File: src/rtl/axis_pkg.sv
// Shared types and helpers for AXI-Stream arbitration blocks.
package axis_pkg;

   typedef enum logic [0:0] {
      StIdle  = 1'b0,
      StGrant = 1'b1
   } arb_state_t;

   // Wrapping increment; n need not be a power of two.
   function automatic int unsigned rr_next(input int unsigned ptr, input int unsigned n);
      return (ptr + 1 >= n) ? 0 : ptr + 1;
   endfunction

endpackage

File: src/rtl/rr_priority_select.sv
// Combinational round-robin pick: first set request at or after i_ptr, wrapping modulo N.
module rr_priority_select #(
   parameter int unsigned N = 4,
   localparam int unsigned IDX_W = $clog2(N)
) (
   input  logic [N-1:0]     i_req,
   input  logic [IDX_W-1:0] i_ptr,
   output logic             o_found,
   output logic [IDX_W-1:0] o_idx
);

   localparam logic [IDX_W:0] NumW = (IDX_W + 1)'(N);

   logic [2*N-1:0] w_dbl;
   logic [N-1:0]   w_rot;
   logic [IDX_W:0] w_off;
   logic [IDX_W:0] w_sum;

   // Rotate so bit 0 is the request at i_ptr.
   assign w_dbl = {i_req, i_req};
   assign w_rot = N'(w_dbl >> i_ptr);

   always_comb begin
      o_found = 1'b0;
      w_off   = '0;
      for (int i = N - 1; i >= 0; i--) begin
         if (w_rot[i]) begin
            o_found = 1'b1;
            w_off   = (IDX_W + 1)'(i);
         end
      end
   end

   assign w_sum = {1'b0, i_ptr} + w_off;
   assign o_idx = (w_sum >= NumW) ? IDX_W'(w_sum - NumW) : w_sum[IDX_W-1:0];

endmodule

File: src/rtl/axis_packet_arbiter.sv
// Packet-granular round-robin arbiter sharing one AXI-Stream sink among NUM_INPUTS sources.
module axis_packet_arbiter
   import axis_pkg::*;
#(
   parameter int unsigned AXIS_BYTES = 1,
   parameter int unsigned NUM_INPUTS = 4,
   localparam int unsigned IDX_W = $clog2(NUM_INPUTS)
) (
   input  logic                               clk,
   input  logic                               sresetn,
   input  logic [NUM_INPUTS-1:0]              axis_i_tvalid,
   output logic [NUM_INPUTS-1:0]              axis_i_tready,
   input  logic [NUM_INPUTS-1:0]              axis_i_tlast,
   input  logic [NUM_INPUTS*AXIS_BYTES*8-1:0] axis_i_tdata,
   input  logic                               axis_o_tready,
   output logic                               axis_o_tvalid,
   output logic                               axis_o_tlast,
   output logic [AXIS_BYTES*8-1:0]            axis_o_tdata,
   output logic [IDX_W-1:0]                   grant_idx,
   output logic                               busy
);

   localparam int unsigned DataW = AXIS_BYTES * 8;

   typedef struct packed {
      logic [DataW-1:0] tdata;
      logic             tlast;
   } axis_beat_t;

   arb_state_t       r_state;
   arb_state_t       w_state_d;
   logic [IDX_W-1:0] r_grant_idx;
   logic [IDX_W-1:0] w_grant_d;
   logic [IDX_W-1:0] r_rr_ptr;
   logic [IDX_W-1:0] w_rr_ptr_d;
   logic [IDX_W-1:0] w_pick_idx;
   logic             w_pick_found;
   logic             w_sel_valid;
   logic             w_last_xfer;
   axis_beat_t       w_beats [NUM_INPUTS];
   axis_beat_t       w_sel_beat;

   for (genvar n = 0; n < NUM_INPUTS; n++) begin : g_beat
      assign w_beats[n].tdata = axis_i_tdata[n*DataW +: DataW];
      assign w_beats[n].tlast = axis_i_tlast[n];
   end

   rr_priority_select #(
      .N (NUM_INPUTS)
   ) u_select (
      .i_req   (axis_i_tvalid),
      .i_ptr   (r_rr_ptr),
      .o_found (w_pick_found),
      .o_idx   (w_pick_idx)
   );

   assign w_sel_beat  = w_beats[r_grant_idx];
   assign w_sel_valid = axis_i_tvalid[r_grant_idx];

   // Sink ready reaches only the granted source; everything else is held off.
   always_comb begin
      axis_i_tready = '0;
      axis_o_tvalid = 1'b0;
      if (r_state == StGrant) begin
         axis_i_tready[r_grant_idx] = axis_o_tready;
         axis_o_tvalid              = w_sel_valid;
      end
   end

   assign axis_o_tdata = w_sel_beat.tdata;
   assign axis_o_tlast = w_sel_beat.tlast;
   assign w_last_xfer  = (r_state == StGrant) & w_sel_valid & axis_o_tready & w_sel_beat.tlast;

   always_comb begin
      w_state_d  = r_state;
      w_grant_d  = r_grant_idx;
      w_rr_ptr_d = r_rr_ptr;
      case (r_state)
         StIdle: begin
            if (w_pick_found) begin
               w_state_d = StGrant;
               w_grant_d = w_pick_idx;
            end
         end
         StGrant: begin
            if (w_last_xfer) begin
               w_state_d  = StIdle;
               w_rr_ptr_d = IDX_W'(rr_next(32'(r_grant_idx), NUM_INPUTS));
            end
         end
         default: w_state_d = StIdle;
      endcase
   end

   always_ff @(posedge clk) begin
      if (!sresetn) begin
         r_state     <= StIdle;
         r_grant_idx <= '0;
         r_rr_ptr    <= '0;
      end else begin
         r_state     <= w_state_d;
         r_grant_idx <= w_grant_d;
         r_rr_ptr    <= w_rr_ptr_d;
      end
   end

   assign grant_idx = r_grant_idx;
   assign busy      = (r_state == StGrant);

endmodule

File: config.mk
export PLATFORM = sky130hd
export DESIGN_NAME = axis_packet_arbiter
export DESIGN_NICKNAME = d
export VERILOG_FILES = /design/src/rtl/axis_pkg.sv /design/src/rtl/rr_priority_select.sv /design/src/rtl/axis_packet_arbiter.sv
export SDC_FILE = /design/constraint.sdc
export NUM_CORES = 1
export LEC_CHECK = 0
export BUFFER_PORTS_ARGS = -buffer_cell sky130_fd_sc_hd__clkbuf_2
export CORE_MARGIN = 2
export CORE_UTILIZATION = 34
export DETAILED_ROUTE_END_ITERATION = 12
export HOLD_SLACK_MARGIN = 0.1
export PLACE_DENSITY = 0.74
export RECOVER_POWER = 50
export SLEW_MARGIN = 20
export SYNTH_ARGS = -nofsm -noshare
export SYNTH_HDL_FRONTEND = slang
export SYNTH_HIERARCHICAL = 1
export SYNTH_SLANG_ARGS = --single-unit
File: constraint.sdc
create_clock -name clk -period 1.6 [get_ports clk]
set_clock_uncertainty 0.15 [all_clocks]
set_input_delay 0 -clock clk [delete_from_list [all_inputs] [get_ports clk]]
set_output_delay 0 -clock clk [all_outputs]
set_load 0.005 [all_outputs]
==> key figures, run 1 <==
Outcome
  • Outcome: finished with violations
  • Failing checks: negative setup slack

Synth
  • Synth area leader: mux4_2
  • Top post-synthesis cells by area: mux4_2, dfxtp_1, ha_1, mux2i_1, and3_1
  • Yosys top cell area share: 28.1%
  • EDFF count, synth: 0
  • Yosys warns: 6
  • Synth Register Bits: 5
  • Most instantiated library cell after synthesis: mux4_2
  • Most common library cells after synthesis: mux4_2, nand2_1
  • Register area share after synthesis: between 10 and 15%
  • FFs w/ async S/R, synth: 0%
  • Syn avg cell area: 9.76 um2
  • Net Count, Synth: ~120
  • Synth unique cells: 29
  • Syn Inst Count: 74
  • Top FF cell, synth: dfxtp_1
  • Synthesized area: 722 um2

Cells and area
  • Layout cells sized above 1: 60.9%
  • Final net count: 200
  • Fillers: between 150 and 200
  • ANT cells: 0
  • Multi-input logic area: 629 um2
  • Area grow syn2layout: 72.6%
  • Layout Utilization: 62.9%
  • Register Area: between 100 and 150 um2
  • Non-filler cells, final: about 180

Floorplan
  • Initial Util: 36.4%
  • Core area: slightly below 2000 um2
  • Die Y: roughly 50 um
  • # rows: 16
  • Die width: around 50 um
  • I/O Pins: 60
  • Die ar.: roughly 2500 um2

Place
  • Port Buf Inserts: slightly below 60
  • Final RePlAce weighted congestion: 0.748
  • DP Wirelength: 1930 um
  • Placed instance count: 167
  • Pre-CTS setup slack: -203 ps

Worst setup path
  • Arrival @ worst endpoint: 1810 ps
  • Largest stage delay on the critical path: ~330 ps
  • Crit path max fanout: 5
  • CP Cell Sequence: nand2b_1 -> a21oi_1 -> o22ai_1 -> o21a_1 -> ha_2 -> xnor2_2 -> xnor2_1 -> a21oi_1 -> nor2b_1
  • CP most frequent cell: a21oi_1
  • Critical Path RT: 1590 ps
  • Critical Path End Type: flop
  • Worst path top cell family by delay: compound AO/OA/AOI/OAI gates
  • CP Launch Type: flop
  • R2R setup slack: -220 ps
  • Worst Path Buf+Inv: 0
  • Slowest-stage cell, CP: dfxtp_2
  • CP Class: flop to flop

Clock tree
  • Worst-skew pair later-pin latency: 250 ps
  • Setup repair bufs after CTS: 0
  • H-Tree Depth: 1
  • Clk slew on worst S/H paths: around 50 ps
  • Clk buf depth: 2
  • Clk sinks: 5
  • CTS tree: built
  • Total CTS buffers: 3
  • Root buffer cell: clkbuf_4

Routing
  • 1st-iter DRT viols: 9
  • Vias post-DR: 891
  • DR pass1 iterations: 4
  • # DRC: 0
  • Post-route ant nets: 0
  • DRT Wirelength: 2470 um
  • Vias/cell: 5.01
  • Routed len/inst: 13.9 um

Global routing
  • Pin count of the biggest net entering global routing: 11
  • Vias in the first global route: 919
  • GR Layer Usage met3: 2.73%
  • First-pass GRT wire length: 3820 um
  • Global Route met1 Usage: approximately a fifth
  • Initial antenna violation count: 0
  • Overall routing resource usage: 19.4%
  • GR Layer Usage met2: 39.0%
  • GR peak layer: met2
  • Grt ovf: 0

Pwr
  • Pwr Density: 494 nW/um2
  • Max VDD drop: 0.541 mV
  • Leak: approximately 0.62 nW
  • Total Power: between 0.0006 and 0.0007 W

Timing
  • Min Tclk post-route: 1820 ps
  • Setup ws final: -218 ps
  • # setup viols final: 11
  • WHS: 135 ps
  • Setup repair after global routing missed its margin: true
  • Rel. slew slack: roughly four fifths
  • Fmax: 0.550 GHz
  • Final period utilization: 114%
  • Final hold vios: 0
  • Worst-Margin Slew: ~280 ps
  • Max-slew violation count: 0

Worst hold path
  • Hold Crit Class: input port to flop

Run
  • Max-cap viol count: 0
through the flow:
| stage | TNS, ps | instance area (um2) |
|---|---|---|
| 3_5_place_dp | -203 | 1110 |
| 5_1_grt | -1210 | 1250 |
| 2_1_floorplan | -63.3 | 726 |
| 3_3_place_gp | -77.9 | 1110 |
| 6_report | -598 | 1250 |
| 4_1_cts | -185 | 1220 |
power breakdown:
group	internal [W]	switching, W
Clock	0.0000947	0.0000577
Combinational	0.000187	0.000128
Sequential	0.000133	0.0000154
routing by layer:
metal  up-vias  wire [um]
li1        438          -
met5         -          0
met1       414        901
met3         2        134
met4         0         10
met2        37       1420
what timing repair did:
action                                  in CTS  in global routing
gates resized for setup                      4                  5
hold buffers                                 7                  0
endpoints found under the hold margin        5                  0
endpoints found under the setup margin      12                 10
pin swaps                                    1                  0
cloned                                       0                  0
state kept, by name, indices dropped and copies added, names as in the netlist:
register and cells:
busy 1, r_rr_ptr 2, grant_idx 2
cell families (layout without fill, tap and decap cells):
logic type	Yosys count	in the layout	synth area share, %
AOI/OAI and AO/OA	13	13	13.2
xor gates and xnor gates	2	2	2.43
adders and majority gates	5	5	8.67
buffers and inverters	5	82	3.29
DFF	5	5	13.9
muxes	14	14	35.7
and+or+nand+nor	30	30	22.9
final timing paths:
check                                      start           end  depth (start not counted)
worst min register to register       r_rr_ptr[1]   r_rr_ptr[1]                          3
worst max register to register       r_rr_ptr[1]  grant_idx[1]                          9
worst max-delay path                 r_rr_ptr[1]  grant_idx[1]                          9
worst min-delay path            axis_i_tvalid[3]          busy                          4
cells in the final DEF, fill, tap and decap left out, drive strengths merged, types with 3 or more instances in the layout:
cell type,Yosys,routed
inv,3,3
ha,5,5
a21oi,5,5
dfxtp,5,5
clkbuf,0,63
buf,2,9
nor2b,5,5
nand2,8,8
and3,5,5
mux2i,4,4
nor2,4,4
mux4,9,9
dlygate4sd3,0,7
tightest hold or removal path, delay by kind of cell:
kind / cells / cell delay (ps)
buffers and inverters: 1 / 150
AND/OR/NAND/NOR: 1 / 150
AO/OA/AOI/OAI: 2 / 190
layout make-up:
type                    count  share of cell area (%)
well taps                  27                    2.71
repair buffers             75                    35.6
inverters                   3                   0.904
multi-input cells          64                    50.5
flip-flops and latches      5                    8.13
clock buffers               4                    2.11
Power figures use the tool's default switching activity.
==> run 2, diff against run 1 <==
--- a/config.mk
+++ b/config.mk
@@ -7,13 +7,12 @@
 export LEC_CHECK = 0
 export BUFFER_PORTS_ARGS = -buffer_cell sky130_fd_sc_hd__clkbuf_2
 export CORE_MARGIN = 2
-export CORE_UTILIZATION = 34
+export CORE_UTILIZATION = 33
 export DETAILED_ROUTE_END_ITERATION = 12
 export HOLD_SLACK_MARGIN = 0.1
-export PLACE_DENSITY = 0.74
+export PLACE_DENSITY_LB_ADDON = 0.3
 export RECOVER_POWER = 50
 export SLEW_MARGIN = 20
 export SYNTH_ARGS = -nofsm -noshare
 export SYNTH_HDL_FRONTEND = slang
-export SYNTH_HIERARCHICAL = 1
 export SYNTH_SLANG_ARGS = --single-unit
==> constraint.sdc (replaced) <==
create_clock -name clk -period 1.6 [get_ports clk]
set_clock_uncertainty 0.15 [all_clocks]
set_input_delay 0 -clock clk [delete_from_list [all_inputs] [get_ports clk]]
set_output_delay 0 -clock clk [all_outputs]
set_load 0.01 [all_outputs]
==> run 2 against run 1 <==
  * The run still ends with negative setup slack left
  * Clock-buffer cell count unchanged
  * Utilization is 1.3 points lower
  * Global-route usage shrank 1.2 points
  * Critical path depth shrank 2
  * Worst setup slack better by 130 ps
  * Sequential power is essentially flat
  * Area after synthesis shrank 5.4%
  * Critical endpoint unchanged
  * Largest cell class unchanged
  * Largest power group unchanged
==> key figures, run 2 <==
Outcome
  • Outcome: finished with violations (unchanged)
  • Failing checks: negative setup slack (unchanged)

Timing
  • Setup repair after global routing missed its margin: true (unchanged)
  • Worst-Margin Slew: 470 ps (was 284 ps)
  • Rel. slew slack: 68.6% (was 81.1%)
  • Fmax: 0.594 GHz (was 0.550 GHz)
  • WHS: 220 ps (was 135 ps)
  • # setup viols final: 2 (was 11)
  • Setup ws final: -83.9 ps (was -218 ps)
  • Final hold vios: 0 (unchanged)
  • Final period utilization: 105% (was 114%)
  • Max-slew violation count: 0 (unchanged)
  • Min Tclk post-route: 1680 ps (was 1820 ps)

Floorplan
  • Initial Util: 34.8% (was 36.4%)
  • # rows: 16 (unchanged)
  • Die Y: 49.5 um (was 50.1 um)
  • I/O Pins: 60 (unchanged)
  • Die width: 49.5 um (was 50.1 um)
  • Core area: 1960 um2 (was 1980 um2)
  • Die ar.: 2450 um2 (was 2510 um2)

Clock tree
  • Worst-skew pair later-pin latency: 240 ps (was 250 ps)
  • Clk buf depth: 2 (unchanged)
  • H-Tree Depth: 1 (unchanged)
  • CTS tree: built (unchanged)
  • Clk sinks: 5 (unchanged)
  • Total CTS buffers: 3 (unchanged)
  • Clk slew on worst S/H paths: 50 ps (about the same)
  • Root buffer cell: clkbuf_4 (unchanged)

Synth
  • Synth area leader: mux4_2 (unchanged)
  • Yosys top cell area share: 33.0% (was 28.1%)
  • Net Count, Synth: 112 (was 122)
  • Register area share after synthesis: 14.7% (was 13.9%)
  • Synth unique cells: 25 (was 29)
  • Most common library cells after synthesis: mux4_2, nor2_1 (was mux4_2, nand2_1)
  • EDFF count, synth: 0 (unchanged)
  • Syn Inst Count: 64 (was 74)
  • Synth Register Bits: 5 (unchanged)
  • Yosys warns: 0 (was 6)
  • Synthesized area: 683 um2 (was 722 um2)
  • Top FF cell, synth: dfxtp_1 (unchanged)
  • Top post-synthesis cells by area: mux4_2, dfxtp_1, ha_1, nor2_1, mux4_1 (was mux4_2, dfxtp_1, ha_1, mux2i_1, and3_1)
  • Most instantiated library cell after synthesis: mux4_2 (unchanged)
  • FFs w/ async S/R, synth: 0% (unchanged)
  • Syn avg cell area: 10.7 um2 (was 9.76 um2)

Routing
  • # DRC: 0 (unchanged)
  • Routed len/inst: 12.7 um (was 13.9 um)
  • Vias post-DR: 843 (was 891)
  • DRT Wirelength: 2100 um (was 2470 um)
  • Vias/cell: 5.08 (was 5.01)
  • Post-route ant nets: 0 (unchanged)
  • 1st-iter DRT viols: 18 (was 9)
  • DR pass1 iterations: 4 (unchanged)

Global routing
  • Vias in the first global route: 767 (was 919)
  • Pin count of the biggest net entering global routing: 15 (was 11)
  • Initial antenna violation count: 0 (unchanged)
  • First-pass GRT wire length: 3440 um (was 3820 um)
  • Overall routing resource usage: 18.2% (was 19.4%)
  • Grt ovf: 0 (unchanged)

Cells and area
  • Non-filler cells, final: 166 (was 178)
  • Area grow syn2layout: 76.7% (was 72.6%)
  • Most frequent cells in the layout: clkbuf_2, buf_4, mux4_2, nor2_1 (was clkbuf_2, mux4_2, nand2_1, dlygate4sd3_1, buf_4)
  • ANT cells: 0 (unchanged)
  • Commonest non-fill, non-tap cell in the layout: clkbuf_2 (unchanged)
  • Final net count: 188 (was 200)
  • Layout cells sized above 1: 69.8% (was 60.9%)
  • Layout Utilization: 61.5% (was 62.9%)
  • Fillers: 175 (was 167)

Worst setup path
  • Arrival @ worst endpoint: 1640 ps (was 1810 ps)
  • CP Class: flop to flop (unchanged)
  • Largest stage delay on the critical path: 370 ps (was 330 ps)
  • CP Cell Sequence: o311a_1 -> o21ai_2 -> ha_2 -> xor2_2 -> nor2_1 -> nand3_1 -> o221ai_2 (was nand2b_1 -> a21oi_1 -> o22ai_1 -> o21a_1 -> ha_2 -> xnor2_2 -> xnor2_1 -> a21oi_1 -> nor2b_1)
  • Critical Path End Type: flop (unchanged)
  • CP Launch Type: flop (unchanged)
  • Critical Path RT: 1560 ps (was 1590 ps)
  • Slowest-stage cell, CP: dfxtp_4 (was dfxtp_2)
  • Crit path max fanout: 7 (was 5)

Place
  • Port Buf Inserts: 59 (unchanged)
  • Final RePlAce weighted congestion: 0.794 (was 0.748)
  • Pre-CTS setup slack: -83.9 ps (was -203 ps)
  • Placed instance count: 153 (was 167)
  • DP Wirelength: 1670 um (was 1930 um)

Pwr
  • Max VDD drop: 0.415 mV (was 0.541 mV)
  • Leak: 0.614 nW (was 0.619 nW)
  • Pwr Density: 542 nW/um2 (was 494 nW/um2)

Run
  • Max-cap viol count: 0 (unchanged)

Worst hold path
  • Hold Crit Class: input port to flop (unchanged)
run 2: changes by cell type after synthesis, moves of 3 or more:
cell / delta
nand3_1: +4
nor2b_1: -5
nor2_1: +4
a21oi_1: -3
nand2_1: -5
mux2i_1: -3
run 2: worst max-delay path: cells and delay by family (launching register included):
kind,cells,cell delay (ps)
AOI/OAI and AO/OA,3,510
xor gates and xnor gates,1,160
adders and majority gates,1,200
DFF,1,370
and+or+nand+nor,2,150
run 2: what timing repair did:
action,CTS,global route
gates cloned,0,0
pin swaps,1,3
hold buffers,2,0
setup buffers,1,6
setup endpoints to repair,9,10
resized for setup,6,8
endpoints found under the hold margin,5,0
run 2: final cells by class:
type | count | area (um2) | area share, %
multi-input combinational | 51 | 594 | 49.2
tap | 27 | 33.8 | 2.80
clock buffer | 4 | 26.3 | 2.18
inverter | 5 | 18.8 | 1.55
sequential | 5 | 105 | 8.70
timing repair buffer | 74 | 429 | 35.5
run 2: layer usage:
| metal | global-route usage [%] | up-vias | routed length [um] |
|---|---|---|---|
| met3 | 5.15 | 0 | 166 |
| met2 | 34.9 | 35 | 1210 |
| met1 | 20.2 | 405 | 732 |
| li1 | - | 403 | - |
| met5 | 0 | - | 0 |
| met4 | 2.78 | 0 | 0 |
run 2: cell families (layout without fill, tap and decap cells):
kind of cell	after synthesis	in the layout	synth area share, %
mux	12	12	38.3
buf+inv	8	83	6.59
xor+xnor	1	1	1.28
compound gates	9	9	10.8
flops	5	5	14.7
fa+ha+maj	5	5	9.16
simple gates	24	24	19.2
run 2: path summary, 6_finish.rpt:
path / from / end / slack, ps / cells after the start
max reg2reg: r_rr_ptr[0] / grant_idx[1] / -80 / 7
min: axis_i_tvalid[3] / grant_idx[1] / 220 / 4
max: r_rr_ptr[0] / grant_idx[1] / -80 / 7
min reg2reg: r_rr_ptr[1] / r_rr_ptr[1] / 430 / 2
run 2: per-stage QoR:
step / area (um2) / power [W] / setup TNS, ps
detailed placement: 1040 / 0.000463 / -83.9
finish: 1210 / 0.000655 / -92.1
global placement: 1040 / 0.000454 / -17.7
global route: 1210 / 0.000704 / -378
floorplan: 688 / 0.000328 / -76.1
CTS: 1120 / 0.000630 / -92.6
run 2: report_power, final:
part,switching [W],internal (W)
logic,0.000154,0.000203
registers,0.0000165,0.000135
clock network,0.0000522,0.0000943
==> run 3, diff against run 2 <==
--- a/config.mk
+++ b/config.mk
@@ -7,12 +7,13 @@
 export LEC_CHECK = 0
 export BUFFER_PORTS_ARGS = -buffer_cell sky130_fd_sc_hd__clkbuf_2
 export CORE_MARGIN = 2
-export CORE_UTILIZATION = 33
+export CORE_UTILIZATION = 34
 export DETAILED_ROUTE_END_ITERATION = 12
 export HOLD_SLACK_MARGIN = 0.1
-export PLACE_DENSITY_LB_ADDON = 0.3
+export PLACE_DENSITY = 0.75
 export RECOVER_POWER = 50
 export SLEW_MARGIN = 20
 export SYNTH_ARGS = -nofsm -noshare
 export SYNTH_HDL_FRONTEND = slang
+export SYNTH_HIERARCHICAL = 1
 export SYNTH_SLANG_ARGS = --single-unit
==> constraint.sdc (replaced) <==
create_clock -name clk -period 1.4 [get_ports clk]
set_clock_uncertainty 0.15 [all_clocks]
set_input_delay 0 -clock clk [delete_from_list [all_inputs] [get_ports clk]]
set_output_delay 0 -clock clk [all_outputs]
set_load 0.01 [all_outputs]
==> run 3 against run 2 <==
  * Critical path type unchanged
  * The run still ends with negative setup slack left
  * Sequential cell count unchanged
  * Clock power up 14%
  * Non-clock buffer count up 8
==> key figures, run 3 (synthesis gave the netlist of run 1 again) <==
Pwr
  • Switch Pwr: 0.000261 W (was 0.000223 W)
  • Switching Fraction: 33.9% (was 34.0%)
  • Combinational share of power: 56.0% (was 54.5%)
  • Share of total power in the clock network: 21.8% (was 22.4%)
  • Int Pwr: 0.000507 W (was 0.000432 W)
  • Leak: 0.659 nW (was 0.614 nW)
  • Max VDD drop: 0.528 mV (was 0.415 mV)
  • Pwr Density: 568 nW/um2 (was 542 nW/um2)
  • Total Power: 0.000768 W (was 0.000655 W)
  • Flop pwr share: 22.2% (was 23.1%)

Cells and area
  • Fillers: 156 (was 175)
  • Layout cells sized above 1: 69.6% (was 69.8%)
  • Area grow syn2layout: 87.2% (was 76.7%)
  • ANT cells: 0 (unchanged)
  • Most frequent cells in the layout: clkbuf_2, buf_4, mux4_2, nand2_1, nor2b_1 (was clkbuf_2, buf_4, mux4_2, nor2_1)
  • Commonest non-fill, non-tap cell in the layout: clkbuf_2 (unchanged)
  • Layout Utilization: 68.2% (was 61.5%)
  • Final net count: 207 (was 188)

Global routing
  • Pin count of the biggest net entering global routing: 10 (was 15)
  • Grt ovf: 0 (unchanged)
  • Vias in the first global route: 843 (was 767)
  • First-pass GRT wire length: 3670 um (was 3440 um)
  • Initial antenna violation count: 0 (unchanged)
  • Overall routing resource usage: 19.1% (was 18.2%)

Worst hold path
  • Hold Crit Class: input port to flop (unchanged)
  • Worst Hold Depth: 4 (unchanged)
  • Hold Crit Start: axis_i_tlast[3] (was axis_i_tvalid[3])

Timing
  • Min Tclk post-route: 1860 ps (was 1680 ps)
  • Fmax: 0.536 GHz (was 0.594 GHz)
  • Max-slew violation count: 0 (unchanged)
  • # setup viols final: 19 (was 2)
  • Final period utilization: 133% (was 105%)
  • Setup repair after global routing missed its margin: true (unchanged)
  • Final hold vios: 0 (unchanged)
  • Worst-Margin Slew: 385 ps (was 470 ps)
  • Setup ws final: -464 ps (was -83.9 ps)
  • Rel. slew slack: 74.3% (was 68.6%)

Floorplan
  • I/O Pins: 60 (unchanged)
  • Die ar.: 2510 um2 (was 2450 um2)
  • Die width: 50.1 um (was 49.5 um)
  • Die Y: 50.1 um (was 49.5 um)
  • # rows: 16 (unchanged)
  • Core area: 1980 um2 (was 1960 um2)
  • Initial Util: 36.4% (was 34.8%)

Clock tree
  • Clk buf depth: 2 (unchanged)
  • CTS tree: built (unchanged)
  • Total CTS buffers: 3 (unchanged)
  • H-Tree Depth: 1 (unchanged)
  • Worst-skew pair later-pin latency: 240 ps (about the same)
  • Clk slew on worst S/H paths: 40 ps (was 50 ps)
  • Root buffer cell: clkbuf_4 (unchanged)
  • Clk sinks: 5 (unchanged)

Routing
  • Vias/cell: 5.12 (was 5.08)
  • 1st-iter DRT viols: 14 (was 18)
  • # DRC: 0 (unchanged)
  • DR pass1 iterations: 4 (unchanged)
  • DRT Wirelength: 2500 um (was 2100 um)
  • Post-route ant nets: 0 (unchanged)
  • Vias post-DR: 948 (was 843)
  • Routed len/inst: 13.5 um (was 12.7 um)

Worst setup path
  • Arrival @ worst endpoint: 1850 ps (was 1640 ps)
  • Critical Path End Type: flop (unchanged)
  • R2R cell count: 9 (was 7)
  • CP Launch Type: flop (unchanged)
  • CP Class: flop to flop (unchanged)
  • Crit path from: r_rr_ptr[1] (was r_rr_ptr[0])
  • Critical Path RT: 1390 ps (was 1560 ps)
  • Reg2reg start: r_rr_ptr[1] (was r_rr_ptr[0])
  • Crit path max fanout: 5 (was 7)

Place
  • DP Wirelength: 1890 um (was 1670 um)
  • Final RePlAce weighted congestion: 0.769 (was 0.794)
  • Port Buf Inserts: 59 (unchanged)

Outcome
  • Failing checks: negative setup slack (unchanged)
  • Outcome: finished with violations (unchanged)

Run
  • Max-cap viol count: 0 (unchanged)
run 3: metrics by stage:
step                      hold slack [ps]  setup slack [ps]  area (um2)  TNS (ps)  instances
after global routing                  133              -505        1350     -5120        185
after global placement                154              -274        1160      -365        173
final                                 122              -464        1350     -3700        185
after floorplan                     -23.2              -263         729      -417         74
after CTS                            94.8              -311        1300     -3620        183
after detailed placement              157              -334        1160      -531        173
run 3: worst max-delay path: stages, from the launching register on:
cell and delay, ps:
dfxtp_4 350, nand2b_4 140, a21oi_2 130, o22ai_1 120, o21a_1 230, ha_4 180, xnor2_2 130, xnor2_1 120
a21oi_1 150, nor2b_1 60
run 3: power by group through the flow:
stage	sequential (W)	clock (W)	combinational, W
6_report	0.000170	0.000168	0.000430
5_1_grt	0.000172	0.000189	0.000462
4_1_cts	0.000172	0.000177	0.000407
3_5_place_dp	0.000171	0	0.000357
3_3_place_gp	0.000170	0	0.000347
2_1_floorplan	0.000173	0	0.000186
run 3: layout make-up:
class | instances | area (um2) | area share (%)
clock buffers | 4 | 26.3 | 1.94
inverters | 3 | 16.3 | 1.20
multi-input cells | 64 | 677 | 50.1
flip-flops and latches | 5 | 108 | 7.96
well taps | 27 | 33.8 | 2.50
repair buffers | 82 | 490 | 36.3
run 3: path summary, 6_finish.rpt:
kind	to	slack, ps
worst min register to register	r_rr_ptr[0]	560
worst max-delay path	grant_idx[1]	-460
worst min-delay path	busy	120
worst max register to register	grant_idx[1]	-460
run 3: metal layers:
layer	vias up	wire length [um]	global-route usage [%]
li1	456	-	-
met1	426	851	21.1
met2	58	1340	36.2
met3	8	216	2.73
met4	0	86	6.94
met5	-	0	0
run 3: repair_timing:
item                                    in CTS  in global routing
endpoints found under the setup margin      18                 19
hold endpoints to repair                     5                  0
hold buffers                                 1                  0
buffers inserted                             5                  2
pin swaps                                    3                  2
resized for setup                           15                  7
